==> src/rtl/lenet_pkg.sv <==
// Shared constants and FSM state type for the lenet post-processing blocks.
package lenet_pkg;

  localparam int unsigned ACT_FC2_BASE      = 743;
  localparam int unsigned ACT_RESULT_ADDR   = 753;
  localparam int unsigned LENET_NUM_CLASSES = 10;

  typedef enum logic [2:0] {
    IDLE,
    FETCH,
    DRAIN,
    WB,
    DONE
  } argmax_state_t;

endpackage

==> src/rtl/lenet_argmax.sv <==
// Scans the FC2 logits in activation SRAM and reports the argmax class and its value.
// Optional result write-back to RESULT_ADDR is enabled by defining LENET_ARGMAX_WB_EN.
module lenet_argmax
  import lenet_pkg::*;
#(
  parameter int unsigned ADDR_W      = 16,
  parameter int unsigned DATA_W      = 32,
  parameter int unsigned NUM_CLASSES = LENET_NUM_CLASSES,
  parameter int unsigned BASE_ADDR   = ACT_FC2_BASE,
  parameter int unsigned RESULT_ADDR = ACT_RESULT_ADDR
) (
  input  logic              clk,
  input  logic              rst,
  input  logic              start,
  output logic              busy,
  output logic              done,
  output logic [3:0]        class_idx,
  output logic [DATA_W-1:0] max_val,
  output logic [ADDR_W-1:0] sram_act_addr,
  output logic [3:0]        sram_act_wea,
  output logic [DATA_W-1:0] sram_act_wdata,
  input  logic [DATA_W-1:0] sram_act_rdata
);

  localparam int unsigned IDX_W = 4;
  localparam logic [IDX_W-1:0] LAST = IDX_W'(NUM_CLASSES - 1);

  if ((NUM_CLASSES < 2) || (NUM_CLASSES > 16) || ((RESULT_ADDR >> ADDR_W) != 0)) begin : g_cfg_err
    $error("lenet_argmax: unsupported parameter combination");
  end

  argmax_state_t     state_q;
  logic [IDX_W-1:0]  cnt_q;
  logic              tag_vld_q;
  logic [IDX_W-1:0]  tag_idx_q;
  logic [DATA_W-1:0] run_max_q, run_max_d;
  logic [IDX_W-1:0]  run_idx_q, run_idx_d;
  logic              busy_q, done_q;
  logic [IDX_W-1:0]  class_idx_q;
  logic [DATA_W-1:0] max_val_q;
  logic [ADDR_W-1:0] addr_q;
  logic              take;

  // Word 0 seeds the running max; later words win only when strictly greater.
  always_comb begin
    take      = tag_vld_q &&
                ((tag_idx_q == '0) || ($signed(sram_act_rdata) > $signed(run_max_q)));
    run_max_d = take ? sram_act_rdata : run_max_q;
    run_idx_d = take ? tag_idx_q      : run_idx_q;
  end

`ifdef LENET_ARGMAX_WB_EN
  logic [3:0]        wea_q;
  logic [DATA_W-1:0] wdata_q;
  assign sram_act_wea   = wea_q;
  assign sram_act_wdata = wdata_q;
`else
  assign sram_act_wea   = '0;
  assign sram_act_wdata = '0;
`endif

  always_ff @(posedge clk) begin
    if (rst) begin
      state_q     <= IDLE;
      cnt_q       <= '0;
      tag_vld_q   <= 1'b0;
      tag_idx_q   <= '0;
      run_max_q   <= '0;
      run_idx_q   <= '0;
      busy_q      <= 1'b0;
      done_q      <= 1'b0;
      class_idx_q <= '0;
      max_val_q   <= '0;
      addr_q      <= '0;
`ifdef LENET_ARGMAX_WB_EN
      wea_q       <= '0;
      wdata_q     <= '0;
`endif
    end else begin
      tag_vld_q <= 1'b0;
      done_q    <= 1'b0;
      run_max_q <= run_max_d;
      run_idx_q <= run_idx_d;
      case (state_q)
        IDLE: begin
          if (start) begin
            state_q <= FETCH;
            busy_q  <= 1'b1;
            cnt_q   <= '0;
            addr_q  <= ADDR_W'(BASE_ADDR);
          end
        end
        FETCH: begin
          tag_vld_q <= 1'b1;
          tag_idx_q <= cnt_q;
          if (cnt_q == LAST) begin
            state_q <= DRAIN;
            addr_q  <= '0;
          end else begin
            cnt_q  <= cnt_q + 1'b1;
            addr_q <= ADDR_W'(BASE_ADDR + 32'(cnt_q) + 1);
          end
        end
        DRAIN: begin
`ifdef LENET_ARGMAX_WB_EN
          state_q <= WB;
          addr_q  <= ADDR_W'(RESULT_ADDR);
          wea_q   <= 4'hF;
          wdata_q <= DATA_W'(run_idx_d);
`else
          state_q     <= DONE;
          busy_q      <= 1'b0;
          done_q      <= 1'b1;
          class_idx_q <= run_idx_d;
          max_val_q   <= run_max_d;
`endif
        end
`ifdef LENET_ARGMAX_WB_EN
        WB: begin
          state_q     <= DONE;
          addr_q      <= '0;
          wea_q       <= '0;
          wdata_q     <= '0;
          busy_q      <= 1'b0;
          done_q      <= 1'b1;
          class_idx_q <= run_idx_d;
          max_val_q   <= run_max_d;
        end
`endif
        DONE:    state_q <= IDLE;
        default: state_q <= IDLE;
      endcase
    end
  end

  assign busy          = busy_q;
  assign done          = done_q;
  assign class_idx     = class_idx_q;
  assign max_val       = max_val_q;
  assign sram_act_addr = addr_q;

endmodule

==> config.mk <==
export PLATFORM = sky130hd
export DESIGN_NAME = lenet_argmax
export DESIGN_NICKNAME = d
export VERILOG_FILES = /design/src/rtl/lenet_pkg.sv /design/src/rtl/lenet_argmax.sv
export SDC_FILE = /design/constraint.sdc
export NUM_CORES = 1
export LEC_CHECK = 0
export BUFFER_PORTS_ARGS = -buffer_cell sky130_fd_sc_hd__buf_2
export CAP_MARGIN = 20
export CELL_PAD_IN_SITES_DETAIL_PLACEMENT = 1
export CELL_PAD_IN_SITES_GLOBAL_PLACEMENT = 2
export CORE_MARGIN = 2
export CORE_UTILIZATION = 29
export DETAILED_ROUTE_END_ITERATION = 7
export GPL_TIMING_DRIVEN = 0
export PLACE_DENSITY = 0.79
export SETUP_SLACK_MARGIN = 0.2
export SLEW_MARGIN = 5
export SYNTH_ARGS = -nofsm -noshare
export SYNTH_HDL_FRONTEND = slang
export SYNTH_SLANG_ARGS = --single-unit
==> constraint.sdc <==
create_clock -name clk -period 2.6 [get_ports clk]
set_input_delay 0.26 -clock clk [delete_from_list [all_inputs] [get_ports clk]]
set_output_delay 0.26 -clock clk [all_outputs]
set_load 0.01 [all_outputs]
### Word level (Yosys, flattened, before mapping)

Cells that the tools add are included.

| operators by class | value |
|---|---|
| muxes and demuxes | 15 |
| order comparisons | 1 |
| equality and inequality tests | 6 |
| reductions and logical operators | 10 |
| add/sub/neg operators | 3 |

Operators with widths:

| kind | number |
|---|---|
| 32-bit > comparator | 1 |
| 32-bit two-way mux | 1 |
| 16-bit case mux with 2 select lines | 1 |
| 16-bit two-way mux | 1 |
| 11-bit by 1-bit adder with 12-bit output, second input constant | 1 |
| 12-bit two-way mux | 1 |
| 4-bit two-way mux | 3 |
| 10-bit by 4-bit adder with 11-bit output, first input constant | 1 |
| 3-bit case mux with 3 select lines | 1 |
| 4-bit case mux with 2 select lines | 1 |
| 3-bit two-way mux | 2 |
| 2-bit != test, second input constant | 3 |
| 2-bit AND reduction | 3 |
| 4-bit by 1-bit adder with 4-bit output, second input constant | 1 |
| 4-bit equality test, second input constant | 1 |
| 4-bit logical NOT | 1 |
| 2-bit nonzero test | 2 |
| 3-bit by 1-bit equality test with 1-bit output, second input constant | 1 |
| 3-bit by 2-bit equality test with 1-bit output, second input constant | 1 |
| 3-bit logical NOT | 1 |
| 1-bit two-way mux | 3 |
| 3-bit AND reduction | 1 |
| 1-bit case mux with 2 select lines | 1 |
| 1-bit logical AND | 1 |
| 1-bit logical OR | 1 |

| word-level totals | value |
|---|---|
| output and inout bits | 90 |
| logic and storage cells | 46 |
| input bits | 35 |
| register bits after elaboration | 102 |

### Depth between registers and ports, before layout

| logic depth | value |
|---|---|
| word-level depth | 4 |
| mapped depth | 12 |
| mapped depth without buffers | 10 |

### Worst setup path before layout

OpenSTA, ideal clock, no wires.

| timing path | value |
|---|---|
| kind | flip-flop to flip-flop |
| start | register run_max_q[31] |
| end | register max_val_q[6], in the netlist max_val[6] |
| period minus slack after synthesis | 2.452 ns |
| setup time | 0.146 ns |
| path slack | 0.148 ns |
| arrival time | 2.306 ns |
| cell stages (with the launch flop) | 13 |
| data required time | 2.454 ns |
| cells stage by stage | dfxtp_1 > inv_1 > ha_1 > buf_6 > nand4_4 > or4_4 > nor3_2 > o211ai_2 > o31a_1 > buf_4 > buf_6 > nand3_1 > a311oi_2 |

| between the ends | value |
|---|---|
| cells in the longest elaborated chain, start to end | 4 |

Ends and longest elaborated chain:

| element | RTL line | RTL |
|---|---|---|
| start, declared | lenet_argmax.sv:36 | `logic [DATA_W-1:0] run_max_q, run_max_d;` |
| start signal, assigned | lenet_argmax.sv:82 | `run_max_q <= run_max_d;` |
| 32-bit > comparator | lenet_argmax.sv:47 | `((tag_idx_q == '0) \|\| ($signed(sram_act_rdata) > $signed(run_max_q)));` |
| 1-bit logical OR | lenet_argmax.sv:47 |  |
| 1-bit logical AND | lenet_argmax.sv:46 | `take = tag_vld_q &&` |
| 32-bit two-way mux | lenet_argmax.sv:48 | `run_max_d = take ? sram_act_rdata : run_max_q;` |
| end signal, assigned | lenet_argmax.sv:115 | `max_val_q <= run_max_d;` |
| end, declared | lenet_argmax.sv:40 | `logic [DATA_W-1:0] max_val_q;` |

Every way passes these cells.
A chain may end at the register's enable or synchronous reset.

### Final worst setup path

| timing path | value |
|---|---|
| start | register run_max_q[5] |
| end | register max_val_q[5], in the netlist max_val[5] |

| between the ends | value |
|---|---|
| cells in the longest elaborated chain, start to end | 4 |

Ends and longest elaborated chain:

| element | RTL line |
|---|---|
| 32-bit > comparator | lenet_argmax.sv:47 |
| 1-bit logical OR | lenet_argmax.sv:47 |
| 1-bit logical AND | lenet_argmax.sv:46 |
| 32-bit two-way mux * | lenet_argmax.sv:48 |

Mark *: on every way between the ends. The rest lies on a longest branch, timed or not.

==> metrics.txt <==
Tightest Pin Transition=0.9035 ns; Filler cells=1,849; Final #Nets=791; outcome=finished with violations; synthesized area per cell=9.055 µm²; internal power=2.709 mW; Reg power frac=39.1%; Post-synth EDFFs=0; Yosys top cell area share=37.67%; Worst setup SP type=flip-flop; fin area=7755 µm²; placed cells=883; Worst setup EP type=flip-flop; Synth async-reset ratio=0%; min cycle time layout=2.771 ns; Slew headroom=39.76%; TritonCTS clock tree=done; share of cells above drive strength 1=56.53%; failing checks=setup timing; initial antenna violation count=0; slowest cell delay on critical path=0.36 ns; Sink Count=92; HP Class=in2reg; Pleak=2.921 nW; Critical Path RT=2.86 ns; vias in the first global route=4,726; CP bufs+invs=4; synthesized area=4890 µm²; chip height=133.9 µm; max_cap viols=0; HPWL reported at the end of detailed placement=10.60 mm; Hold Violations, Final=0; logic gate share of total power=22.5%; fin. max-slew vios=0; largest net degree at the start of global routing=15; I/O pin total=125; Clock Latency Late Sink=0.36 ns; overall routing resource usage=17.27%; switching part of the total=29.27%; Vias/cell=4.843; initial DRC count=164; CTS Buf Count=9; most common cell in the netlist=dfxtp_1; yosys warns=0; core area=16,520 µm²; Hold-fix buffers, CTS=0; Max Fanout on Critical Path=6; final worst slack=-0.1714 ns; grt ovf=0; row count=47; Clock Pin Slew Worst Setup and Hold Paths=0.07 ns; placed cell area=5879 µm²; Max Clk Rate=0.3608 GHz; Setup WS pre-CTS=-0.2898 ns; R2R Setup Slk=-0.17 ns; Crit. path cell count=13; Root Buffer=clkbuf_16; setup TNS=-6.279 ns; commonest cells in the netlist=92 x dfxtp_1, 61 x a21oi_1, 55 x nor2_1; diode count=0; first-pass GRT wire length=24.17 mm; Critical Path AT=3.03 ns; synth top area cells=dfxtp_1 38%, ha_1 8.7%, a311oi_2 8.6%; gpl congestion=0.7753; H-tree Lvls=3; Initial Utilization=29.59%; Pwr per Cell Area=493.9 nW/µm²; Cell variety after synth=49; Non-Filler Instances=947; die area=17,920 µm²; Clock Power Share=38.4%; post-route ant nets=0; register area share after synthesis=37.67%; count of buffers from port buffering=80; R2R cell count=13; Worst IR Drop VDD=0.2642 mV; Slowest cell on crit path=dfxtp_2; cell family with most CP delay=compound AO/OA/AOI/OAI gates; Area Growth Syn to Fin=58.60%; total number of vias=4,586; unrepaired setup endpoints after global routing=yes; first-pass detailed-route iteration total=5; crit path cell chain=inv_2 > ha_4 > a21oi_2 > o21ai_2 > a221oi_4 > buf_4 > nor3_4 > o211ai_2 > o31a_1 > buf_8 > clkbuf_16 > nand3_4 > a311oi_2; Mapped Cells=540; Crit Path Category=reg2reg; period utilization=106.6%; final setup violation count=71; Worst Skew=0.009403 ns; Max clock buf depth=2; prevailing post-synth register cell=dfxtp_1; DRC Markers=0; cell taking the most area after synthesis=dfxtp_1; routed wire length per instance=18.55 µm; final WL=17.57 mm; die width=133.9 µm; switching pwr=1.121 mW; hold path cells=3; Yosys reg bits=92
==> power by group through the flow <==
| stage | Combinational (mW) | Sequential (mW) | Clock (mW) |
|---|---|---|---|
| after floorplan | 0.400 | 1.51 | 0 |
| after global placement | 0.532 | 1.51 | 0 |
| after detailed placement | 0.549 | 1.52 | 0 |
| after CTS | 0.668 | 1.49 | 1.47 |
| after global routing | 0.934 | 1.50 | 1.54 |
| final | 0.862 | 1.50 | 1.47 |
==> timing repair <==
action | in CTS | in global routing
setup buffers | 22 | 19
endpoints found under the hold margin | 0 | 0
endpoints found under the setup margin | 72 | 72
pin swaps | 24 | 62
resized for setup | 83 | 121
cloned | 2 | 5
==> tightest hold or removal path, delay by kind of cell <==
family | cells | cell delay, ns
buffers and inverters | 1 | 0.12
AO/OA/AOI/OAI | 2 | 0.12
==> logic make-up after synthesis <==
group,after synthesis,share of synthesized area [%]
xor gates and xnor gates,3,0.5375
DFF,92,37.67
buffers and inverters,114,13.84
and+or+nand+nor,146,15.25
other,1,0.07669
AOI/OAI and AO/OA,150,23.93
adders and majority gates,34,8.700
==> routing by layer <==
metal	vias up	part of all wire, %	routed length (µm)	GRT usage, %
met5	-	0	0	0
met4	0	1.6	281	6.087
met3	18	3.9	683	4.271
met2	103	52	9156	30.31
met1	2256	42	7448	20.49
li1	2209	-	-	-
==> final cells by class <==
class / count / area (µm²) / share of cell area [%]
multi-input cells: 376 / 3622 / 46.71
flip-flops and latches: 92 / 1876 / 24.19
repair buffers: 129 / 912.1 / 11.76
plain buffers: 80 / 623.1 / 8.035
well taps: 220 / 275.3 / 3.550
clock buffers: 12 / 246.5 / 3.178
inverters: 34 / 127.6 / 1.646
clock inverters: 4 / 72.57 / 0.9358
==> sequential cells by signal, summed over array words and instances, names as in the netlist <==
name / cells
done: 1
tag_idx_q: 4
cnt_q: 4
sram_act_addr: 6
tag_vld_q: 1
state_q: 3
busy: 1
class_idx: 4
max_val: 32
run_idx_q: 4
run_max_q: 32
==> path summary, 6_finish.rpt <==
| kind | start | endpoint |
|---|---|---|
| worst max register to register | run_max_q[5] | max_val[5] |
| worst max-delay path | run_max_q[5] | max_val[5] |
| worst min register to register | tag_idx_q[2] | tag_idx_q[2] |
| worst min-delay path | sram_act_rdata[25] | run_max_q[25] |
==> stage by stage <==
step | power [mW] | util [%] | hold slack [ns]
3_3_place_gp | 2.046 | 35.55 | 0.4627
5_1_grt | 3.977 | 46.93 | 0.1905
4_1_cts | 3.633 | 41.31 | 0.1743
3_5_place_dp | 2.066 | 35.58 | 0.4703
6_report | 3.831 | 46.93 | 0.1740
2_1_floorplan | 1.914 | - | 0.4095
==> cell usage in the layout (no fill, tap or decap), types with 26 or more instances in the layout <==
master    instances
dfxtp_1          65
buf_4            83
a21oi_1          34
a21oi_2          26
dfxtp_2          27
nand3_4          26
conb_1           43
buf_2            81
a311oi_2         35
nor2_1           55
Note: power is estimated with default switching activity, not from simulation.
